### src/rtl/string_match_pkg.sv
// rtl/string_match_pkg.sv - shared types and defaults for the string match counter
//
// Purpose : frame FSM state type, default parameter values and the
//           pattern-length legality helper used by string_match_counter.
// Ports   : none (package).
package string_match_pkg;

  // Frame FSM: waiting for a length header, or consuming payload bytes.
  typedef enum logic {
    IDLE    = 1'b0,
    PAYLOAD = 1'b1
  } state_t;

  localparam int SMC_DATA_W  = 8;
  localparam int SMC_PAT_LEN = 4;
  localparam int SMC_LEN_W   = 8;
  localparam int SMC_CNT_W   = 8;

  // A pattern length is usable only if it is 1..max_len.
  function automatic logic pat_len_illegal(input int unsigned len,
                                           input int unsigned max_len);
    return (len == 0) || (len > max_len);
  endfunction

endpackage

### src/rtl/match_window.sv
// rtl/match_window.sv - sliding byte window with masked pattern compare
//
// Purpose : keeps the last PAT_LEN payload bytes and a fill count, and flags
//           a hit when the newest i_pat_len bytes equal the pattern.
// Config  : STRING_MATCH_OVERLAP_EN defined keeps the fill on a hit
//           (overlapping matches); undefined clears it (non-overlapping).
// Ports   : i_clk, i_rst_n   clock, async active-low reset
//           i_clear          restart window fill (frame header accepted)
//           i_shift          accept i_byte into the window this cycle
//           i_byte           incoming payload byte
//           i_pattern        pattern, byte 0 at [DATA_W-1:0]
//           i_pat_len        latched active pattern length
//           i_enable         compare allowed (configuration legal)
//           o_hit            single-cycle hit for the byte shifted this cycle
module match_window
  import string_match_pkg::*;
#(
  parameter int DATA_W  = SMC_DATA_W,
  parameter int PAT_LEN = SMC_PAT_LEN,
  parameter int PL_W    = $clog2(SMC_PAT_LEN + 1)
) (
  input  logic                        i_clk,
  input  logic                        i_rst_n,
  input  logic                        i_clear,
  input  logic                        i_shift,
  input  logic [DATA_W-1:0]           i_byte,
  input  logic [PAT_LEN*DATA_W-1:0]   i_pattern,
  input  logic [PL_W-1:0]             i_pat_len,
  input  logic                        i_enable,
  output logic                        o_hit
);

  // r_win[0] is the newest byte, r_win[PAT_LEN-1] the oldest.
  logic [DATA_W-1:0] r_win      [PAT_LEN];
  logic [DATA_W-1:0] w_next_win [PAT_LEN];
  logic [PL_W-1:0]   r_fill;
  logic [PL_W-1:0]   w_next_fill;
  logic              w_eq;
  int                w_k;

  always_comb begin
    w_next_win[0] = i_byte;
    for (int i = 1; i < PAT_LEN; i++) begin
      w_next_win[i] = r_win[i-1];
    end
  end

  assign w_next_fill = (r_fill == PL_W'(PAT_LEN)) ? r_fill : r_fill + 1'b1;

  // Pattern byte j (arrival order) must sit at window slot k-1-j, i.e. the
  // oldest of the k newest bytes is pattern byte 0. Slots beyond k are masked.
  always_comb begin
    w_k  = int'(i_pat_len);
    w_eq = 1'b1;
    for (int j = 0; j < PAT_LEN; j++) begin
      for (int i = 0; i < PAT_LEN; i++) begin
        if ((j < w_k) && (i + j + 1 == w_k) &&
            (w_next_win[i] != i_pattern[j*DATA_W +: DATA_W])) begin
          w_eq = 1'b0;
        end
      end
    end
  end

  assign o_hit = i_shift && i_enable && (w_next_fill >= i_pat_len) && w_eq;

  always_ff @(posedge i_clk or negedge i_rst_n) begin
    if (!i_rst_n) begin
      r_fill <= '0;
      for (int i = 0; i < PAT_LEN; i++) begin
        r_win[i] <= '0;
      end
    end else if (i_clear) begin
      r_fill <= '0;
    end else if (i_shift) begin
      for (int i = 0; i < PAT_LEN; i++) begin
        r_win[i] <= w_next_win[i];
      end
`ifdef STRING_MATCH_OVERLAP_EN
      r_fill <= w_next_fill;
`else
      // A counted match consumes its bytes; the next one needs fresh bytes.
      r_fill <= o_hit ? '0 : w_next_fill;
`endif
    end
  end

endmodule

### src/rtl/string_match_counter.sv
// rtl/string_match_counter.sv - counts pattern matches inside length-prefixed frames
//
// Purpose : first valid byte of a frame is its payload length; payload bytes
//           are searched for a programmable pattern of up to PAT_LEN bytes.
//           At end of frame o_done pulses and the block re-arms by itself.
// Config  : STRING_MATCH_OVERLAP_EN (see match_window) selects overlapping
//           match counting; default is non-overlapping.
// Ports   : i_clk, i_rst_n   clock, async active-low reset
//           i_byte_in        received byte
//           i_byte_valid     byte strobe, one byte per cycle
//           i_pattern        pattern bytes, byte 0 at [DATA_W-1:0]
//           i_pat_len        active pattern length, latched at header
//           o_count          matches in current/last frame (saturating)
//           o_busy           frame payload in progress
//           o_done           one-cycle end-of-frame pulse
//           o_sat            count saturated in this frame
//           o_cfg_err        latched pattern length was 0 or > PAT_LEN
module string_match_counter
  import string_match_pkg::*;
#(
  parameter int DATA_W  = SMC_DATA_W,
  parameter int PAT_LEN = SMC_PAT_LEN,
  parameter int LEN_W   = SMC_LEN_W,
  parameter int CNT_W   = SMC_CNT_W
) (
  input  logic                          i_clk,
  input  logic                          i_rst_n,
  input  logic [DATA_W-1:0]             i_byte_in,
  input  logic                          i_byte_valid,
  input  logic [PAT_LEN*DATA_W-1:0]     i_pattern,
  input  logic [$clog2(PAT_LEN+1)-1:0]  i_pat_len,
  output logic [CNT_W-1:0]              o_count,
  output logic                          o_busy,
  output logic                          o_done,
  output logic                          o_sat,
  output logic                          o_cfg_err
);

  localparam int PL_W = $clog2(PAT_LEN + 1);

  state_t                      r_state;
  logic [LEN_W-1:0]            r_len;
  logic [PL_W-1:0]             r_pat_len;
  logic [PAT_LEN*DATA_W-1:0]   r_pattern;
  logic [CNT_W-1:0]            r_count;
  logic                        r_busy;
  logic                        r_done;
  logic                        r_sat;
  logic                        r_cfg_err;

  logic                        w_header;
  logic                        w_shift;
  logic                        w_hit;

  assign w_header = (r_state == IDLE)    && i_byte_valid;
  assign w_shift  = (r_state == PAYLOAD) && i_byte_valid;

  match_window #(
    .DATA_W  (DATA_W),
    .PAT_LEN (PAT_LEN),
    .PL_W    (PL_W)
  ) u_match_window (
    .i_clk     (i_clk),
    .i_rst_n   (i_rst_n),
    .i_clear   (w_header),
    .i_shift   (w_shift),
    .i_byte    (i_byte_in),
    .i_pattern (r_pattern),
    .i_pat_len (r_pat_len),
    .i_enable  (!r_cfg_err),
    .o_hit     (w_hit)
  );

  always_ff @(posedge i_clk or negedge i_rst_n) begin
    if (!i_rst_n) begin
      r_state   <= IDLE;
      r_len     <= '0;
      r_pat_len <= '0;
      r_pattern <= '0;
      r_count   <= '0;
      r_busy    <= 1'b0;
      r_done    <= 1'b0;
      r_sat     <= 1'b0;
      r_cfg_err <= 1'b0;
    end else begin
      r_done <= 1'b0;
      case (r_state)
        IDLE: begin
          if (i_byte_valid) begin
            // Header: pattern configuration is frozen for the whole frame.
            r_len     <= LEN_W'(i_byte_in);
            r_pat_len <= i_pat_len;
            r_pattern <= i_pattern;
            r_count   <= '0;
            r_sat     <= 1'b0;
            r_cfg_err <= pat_len_illegal(int'(i_pat_len), PAT_LEN);
            if (i_byte_in != '0) begin
              r_state <= PAYLOAD;
              r_busy  <= 1'b1;
            end else begin
              r_done  <= 1'b1;
            end
          end
        end
        PAYLOAD: begin
          if (i_byte_valid) begin
            r_len <= r_len - 1'b1;
            if (w_hit) begin
              if (r_count == '1) begin
                r_sat <= 1'b1;
              end else begin
                r_count <= r_count + 1'b1;
              end
            end
            if (r_len == LEN_W'(1)) begin
              r_state <= IDLE;
              r_busy  <= 1'b0;
              r_done  <= 1'b1;
            end
          end
        end
        default: r_state <= IDLE;
      endcase
    end
  end

  assign o_count   = r_count;
  assign o_busy    = r_busy;
  assign o_done    = r_done;
  assign o_sat     = r_sat;
  assign o_cfg_err = r_cfg_err;

endmodule

### config.mk
export PLATFORM = sky130hd
export DESIGN_NAME = string_match_counter
export DESIGN_NICKNAME = d
export VERILOG_FILES = /design/src/rtl/string_match_pkg.sv /design/src/rtl/match_window.sv /design/src/rtl/string_match_counter.sv
export SDC_FILE = /design/constraint.sdc
export NUM_CORES = 1
export LEC_CHECK = 0
export ABC_CLOCK_PERIOD_IN_PS = 2900
export CELL_PAD_IN_SITES_DETAIL_PLACEMENT = 1
export CELL_PAD_IN_SITES_GLOBAL_PLACEMENT = 1
export CORE_AREA = 2 2 97 137
export CTS_BUF_LIST = sky130_fd_sc_hd__clkbuf_16
export CTS_CLUSTER_SIZE = 20
export DETAILED_ROUTE_END_ITERATION = 10
export DIE_AREA = 0 0 99 139
export HOLD_SLACK_MARGIN = 0.1
export PLACE_DENSITY_LB_ADDON = 0.1
export SYNTH_ARGS = -nofsm -noshare
export SYNTH_HDL_FRONTEND = slang
export SYNTH_SLANG_ARGS = --single-unit
### constraint.sdc
create_clock -name i_clk -period 2.9 [get_ports i_clk]
set_input_delay 0.87 -clock i_clk [delete_from_list [all_inputs] [get_ports i_clk]]
set_output_delay 0.87 -clock i_clk [all_outputs]
set_load 0.01 [all_outputs]
# Yosys cells after proc, flatten, opt, wreduce, memory -nomap -nowiden
# Cells that the tools add are included.
[word_totals]
regBits = 83
in_bits = 46
out_inout_bits = 12
word_cells = 153
[op_classes]
add_sub_neg = 3
order_cmp = 6
eq_ne = 33
n_mux = 48
n_bitwise = 2
reduce_logical = 48
[op_table]
columns = ["operator", "n"]
rows = [
  ["$ne A8 B8 Y1", 16],
  ["$mux W8", 6],
  ["$logic_and A1 B1 Y1", 37],
  ["$mux W1", 32],
  ["$pmux W8 S2", 2],
  ["$eq A3 B3 Y1 const A", 4],
  ["$mux W3", 4],
  ["$reduce_and A4 Y1", 3],
  ["$add A8 B1 Y8 const B", 1],
  ["$eq A8 B1 Y1 const B", 1],
  ["$eq A8 B8 Y1 const B", 1],
  ["$ne A2 B1 Y1 const B", 4],
  ["$pmux W1 S2", 4],
  ["$reduce_bool A8 Y1", 1],
  ["$sub A8 B1 Y8 const B", 1],
  ["$eq A2 B3 Y1 const A", 2],
  ["$lt A1 B3 Y1 const A", 2],
  ["$lt A2 B3 Y1 const A", 2],
  ["$ne A2 B2 Y1 const B", 3],
  ["$reduce_and A2 Y1", 3],
  ["$add A3 B1 Y3 const B", 1],
  ["$eq A1 B3 Y1 const A", 1],
  ["$eq A3 B3 Y1 const B", 1],
  ["$ge A3 B3 Y1", 1],
  ["other kinds (6)", 7],
]

# Depth between registers and ports, before layout
[logic_depth]
word_depth = 23
depth_mapped = 13
mapped_depth_nobuf = 12

# Modules after synthesis
# Synthesis repeated with hierarchy kept, for this count alone.
[unflattened]
hier_cells = 579
hier_area_um2 = 5320.1
[by_module_without_submodules]
columns = ["mod", "n_inst", "cells_per_inst", "area_each_um2", "seq_area_each_um2"]
rows = [
  ["match_window", 1, 296, 2831.5, 675.6],
  ["string_match_counter", 1, 283, 2488.6, 1401.3],
]

# Worst setup path after synthesis
# Ideal clock, no wire load.
[synth_path]
path_type = "input to register"
from = "in i_byte_in[2]"
to = "reg r_count[3], in the netlist o_count[3]"
arrival_time_ns = 2.456
path_slack_ns = 0.318
cell_stages = 9
path_buffers = 2
path_cell_list = "buf_2 -> xor2_1 -> nor4_1 -> nand4_1 -> o211ai_1 -> and4_1 -> buf_6 -> nand2_4 -> a311o_1"
[synth_between]
elab_chain_len = 21
[synth_rtl]
columns = ["item", "line", "rtl"]
rows = [
  ["start: declaration", "string_match_counter.sv:28", "input logic [DATA_W-1:0] i_byte_in,"],
  ["$ne A8 B8 Y1", "match_window.sv:58", "(w_next_win[i] != i_pattern[j*DATA_W +: DATA_W])) begin"],
  ["$logic_and A1 B1 Y1", "match_window.sv:57", "if ((j < w_k) && (i + j + 1 == w_k) &&"],
  ["$mux W1 (12 in a row)", "match_window.sv:57", ""],
  ["$mux W1 * (4 in a row)", "match_window.sv:57", ""],
  ["$logic_and A1 B1 Y1 *", "match_window.sv:65", "assign o_hit = i_shift && i_enable && (w_next_fill >= i_pat_len) && w_eq;"],
  ["$ne A2 B1 Y1 (no source line) *", "-", ""],
  ["$reduce_and A4 Y1 (no source line) *", "-", ""],
  ["end signal: assignment", "string_match_counter.sv:112", "r_count <= r_count + 1'b1;"],
  ["end: declaration", "string_match_counter.sv:45", "logic [CNT_W-1:0] r_count;"],
]
# Every way passes the cells marked *; elsewhere a longest branch is shown, timed or not.
# A chain may end at the register's enable or synchronous reset.

# Worst setup path after layout
[layout_path]
from = "in i_byte_in[1]"
to = "reg r_count[3], in the netlist o_count[3]"
# The elaborated chain is that of the path after synthesis.

==> impl_metrics.json <==
{
  "io_pins": 58,
  "nFillCells": 1424,
  "cts.sinks": 83,
  "clkLatencyLatePin_ps": 350,
  "clockBufferDepth": 2,
  "finalWorstSetupSlack_ps": 137,
  "wl_mm": 17.8,
  "cp.required_ps": 3130,
  "power_density_nw_per_um2": 959,
  "globalplace.congestion": 0.992,
  "synth-seq-area-share_pct": 38.4,
  "antennaDiodeCount": 0,
  "cts_made_buffers": 9,
  "tns_ps": 0,
  "power_switching_mw": 2.74,
  "grt_start_max_net_pins": 45,
  "rrSetupSlack_ps": 180,
  "drive_gt1_share_pct": 16.5,
  "die-area_sq_um": 13800,
  "start_kind": "input port",
  "hold_buffers": 0,
  "fin_crit_sh_pct": 95.3,
  "seqCellArea_sq_um": 2080,
  "dr.pass1.iters": 4,
  "dieHeight_um": 139,
  "drc": 0,
  "wl_per_cell_um": 22.1,
  "synth_cell_types": 44,
  "endpoint_kind": "register",
  "multi_input_comb_area_sq_um": 3000,
  "ys.flop_type": "dfrtp_1",
  "synth_edf_count": 0,
  "num_rows": 49,
  "h-tree-depth": 3,
  "synth_area_sq_um": 5400,
  "period_needed_ps": 2760,
  "fin_skew_ps": 7.63,
  "hold_viol": 0,
  "yosysWarnings": 0,
  "worstMarginPinSlew_ps": 860,
  "path_max_fanout": 4,
  "final_util_pct": 52.5,
  "core_sq_um": 12600,
  "cellLeakagePower_nw": 3.10,
  "vias": 4434,
  "antenna_found_initial": 0,
  "critPathArrivalTime_ps": 3000,
  "cap_violations": 0,
  "grt_pass1_vias": 4865,
  "setup_violations": 0,
  "finalNonFillerCells": 806,
  "clockPowerShare_pct": 19.9,
  "grt-ovfl-total": 0,
  "drt_iter0_drc": 177,
  "path_clk_slew_ps": 70,
  "port_buffers": 57,
  "cts_tree": "done",
  "syn_inst": 614,
  "vias_per_cell": 5.50,
  "ant_nets": 0,
  "power_frac_comb_pct": 41.3,
  "path_class": "in -> reg",
  "internal_power_mw": 3.59,
  "track_usage_pct": 27.0,
  "syn_to_final_growth_pct": 22.0,
  "initial_utilization_pct": 43.0,
  "grt_first_pass_wirelength_mm": 28.2,
  "hp-class": "reg -> reg",
  "vdd.ir_drop.worst_mv": 0.560,
  "dp.cells": 787,
  "nets": 702,
  "post-place-ws_ps": -453,
  "status": "finished clean",
  "maxSlewHeadroom_pct": 42.1,
  "ys_seq_elements": 83,
  "swShare_pct": 43.3,
  "fmax_mhz": 362,
  "drv_slew": 0,
  "die_w_um": 99,
  "syn_nets": 668,
  "synth_area_per_cell_sq_um": 8.80,
  "ys_async_sr_fraction_pct": 100,
  "cts_root_buffer": "clkbuf_16",
  "pwr-share-seq_pct": 38.8,
  "hpwl_mm": 13.7
}
## routing by layer
metal / GRT usage, % / vias up / wire length [um]
met3: 3.48 / 31 / 575
met4: 10.3 / 0 / 593
met2: 49.3 / 89 / 9630
li1: - / 2078 / -
met1: 31.7 / 2236 / 6980
met5: 0 / - / 0
## worst max-delay path, cell delays in order
cell             delay [ps]
clkdlybuf4s50_1         520
buf_4                   220
xor2_1                  160
nor4_1                  240
nand4_1                 150
mux2i_2                 230
o21a_2                  210
nand2_4                  60
a311o_1                 340
## cell usage in the layout (no fill, tap or decap), drive strengths merged, types with 3 or more instances in the layout
cell type / synthesis / final
xor2: 128 / 128
nand2: 124 / 124
dfrtp: 83 / 83
clkdlybuf4s50: 0 / 50
buf: 35 / 49
nor4: 34 / 34
mux2: 24 / 24
o21ai: 18 / 18
a21oi: 15 / 15
nor2: 14 / 14
inv: 11 / 11
nand4: 11 / 11
nand3: 10 / 10
clkbuf: 47 / 9
o211ai: 8 / 8
ha: 8 / 8
dlymetal6s2s: 0 / 6
nor3: 6 / 6
nand2b: 4 / 4
clkinv: 0 / 4
a22o: 3 / 3
## synth_stat cells (all sizes together), types with 2 or more instances
cell type	n	area, sq um
xor2	128	1120
nand2	124	473
dfrtp	83	2080
clkbuf	47	176
buf	35	193
nor4	34	219
mux2	24	270
o21ai	18	90.1
a21oi	15	75.1
nor2	14	52.6
inv	11	41.3
nand4	11	68.8
nand3	10	50.1
ha	8	100
o211ai	8	60.1
nor3	6	30.0
nand2b	4	25.0
a22o	3	26.3
a211oi	2	15.0
a21o	2	15.0
a311o	2	20.0
a31oi	2	12.5
and3	2	12.5
and4	2	17.5
mux2i	2	20.0
nand3b	2	15.0
nor3b	2	15.0
o2bb2ai	2	17.5
xnor2	2	17.5
## what timing repair did
action	in CTS	in global routing
pin swaps	1	10
buffers inserted	0	3
endpoints found under the setup margin	3	11
gates cloned	0	0
hold endpoints to repair	0	0
gates resized for setup	5	20
## cell type report
type / instances / share of cell area (%)
clock inverters: 7 / 1.40
repair buffers: 105 / 14.6
well taps: 153 / 2.90
flip-flops and latches: 83 / 31.5
clock buffers: 9 / 3.42
multi-input cells: 438 / 45.5
inverters: 11 / 0.626
## power groups by stage
stage	Sequential [mW]	Clock, mW	Combinational [mW]
floorplan	1.74	0	2.08
global placement	2.44	0	2.38
detailed placement	2.46	0	2.46
CTS	2.44	1.28	2.52
global route	2.51	1.32	2.91
finish	2.45	1.26	2.62
## stage by stage
step | total power, mW | hold slack [ps] | area (sq um)
detailed placement | 4.92 | 491 | 6150
CTS | 6.24 | 506 | 6490
finish | 6.32 | 503 | 6590
floorplan | 3.82 | 493 | 5400
global placement | 4.83 | 483 | 6150
global route | 6.74 | 554 | 6590
## path summary, 6_finish.rpt
check,start,endpoint,cells past startpoint
worst max-delay path,i_byte_in[1],o_count[3]$_DFFE_PN0P_,9
worst min-delay path,o_sat$_DFFE_PN0P_,o_sat$_DFFE_PN0P_,2
worst max register to register,u_match_window.r_fill[0]$_DFFE_PN0P_,u_match_window.r_fill[2]$_DFFE_PN0P_,14
worst min register to register,o_sat$_DFFE_PN0P_,o_sat$_DFFE_PN0P_,2
max in group asynchronous,i_rst_n,u_match_window.r_win[23]$_DFFE_PN0P_,2
min in group asynchronous,i_rst_n,r_len[4]$_DFFE_PN0P_,1
## state kept, by name, indices dropped and copies added, names as in the netlist
| register | flops |
|---|---|
| u_match_window.r_win | 24 |
| o_cfg_err | 1 |
| u_match_window.r_fill | 3 |
| r_pat_len | 3 |
| o_sat | 1 |
| o_count | 8 |
| r_state | 1 |
| o_busy | 1 |
| r_pattern | 32 |
| r_len | 8 |
| o_done | 1 |
## logic make-up after synthesis
logic type | share of synthesized area [%]
buffers and inverters | 7.60
AND/OR/NAND/NOR | 18.5
flip-flops | 38.4
adder cells (fa/ha/maj) | 1.85
multiplexers | 5.37
XOR/XNOR | 21.1
AO/OA/AOI/OAI | 7.13
Note: power is estimated with default switching activity, not from simulation.
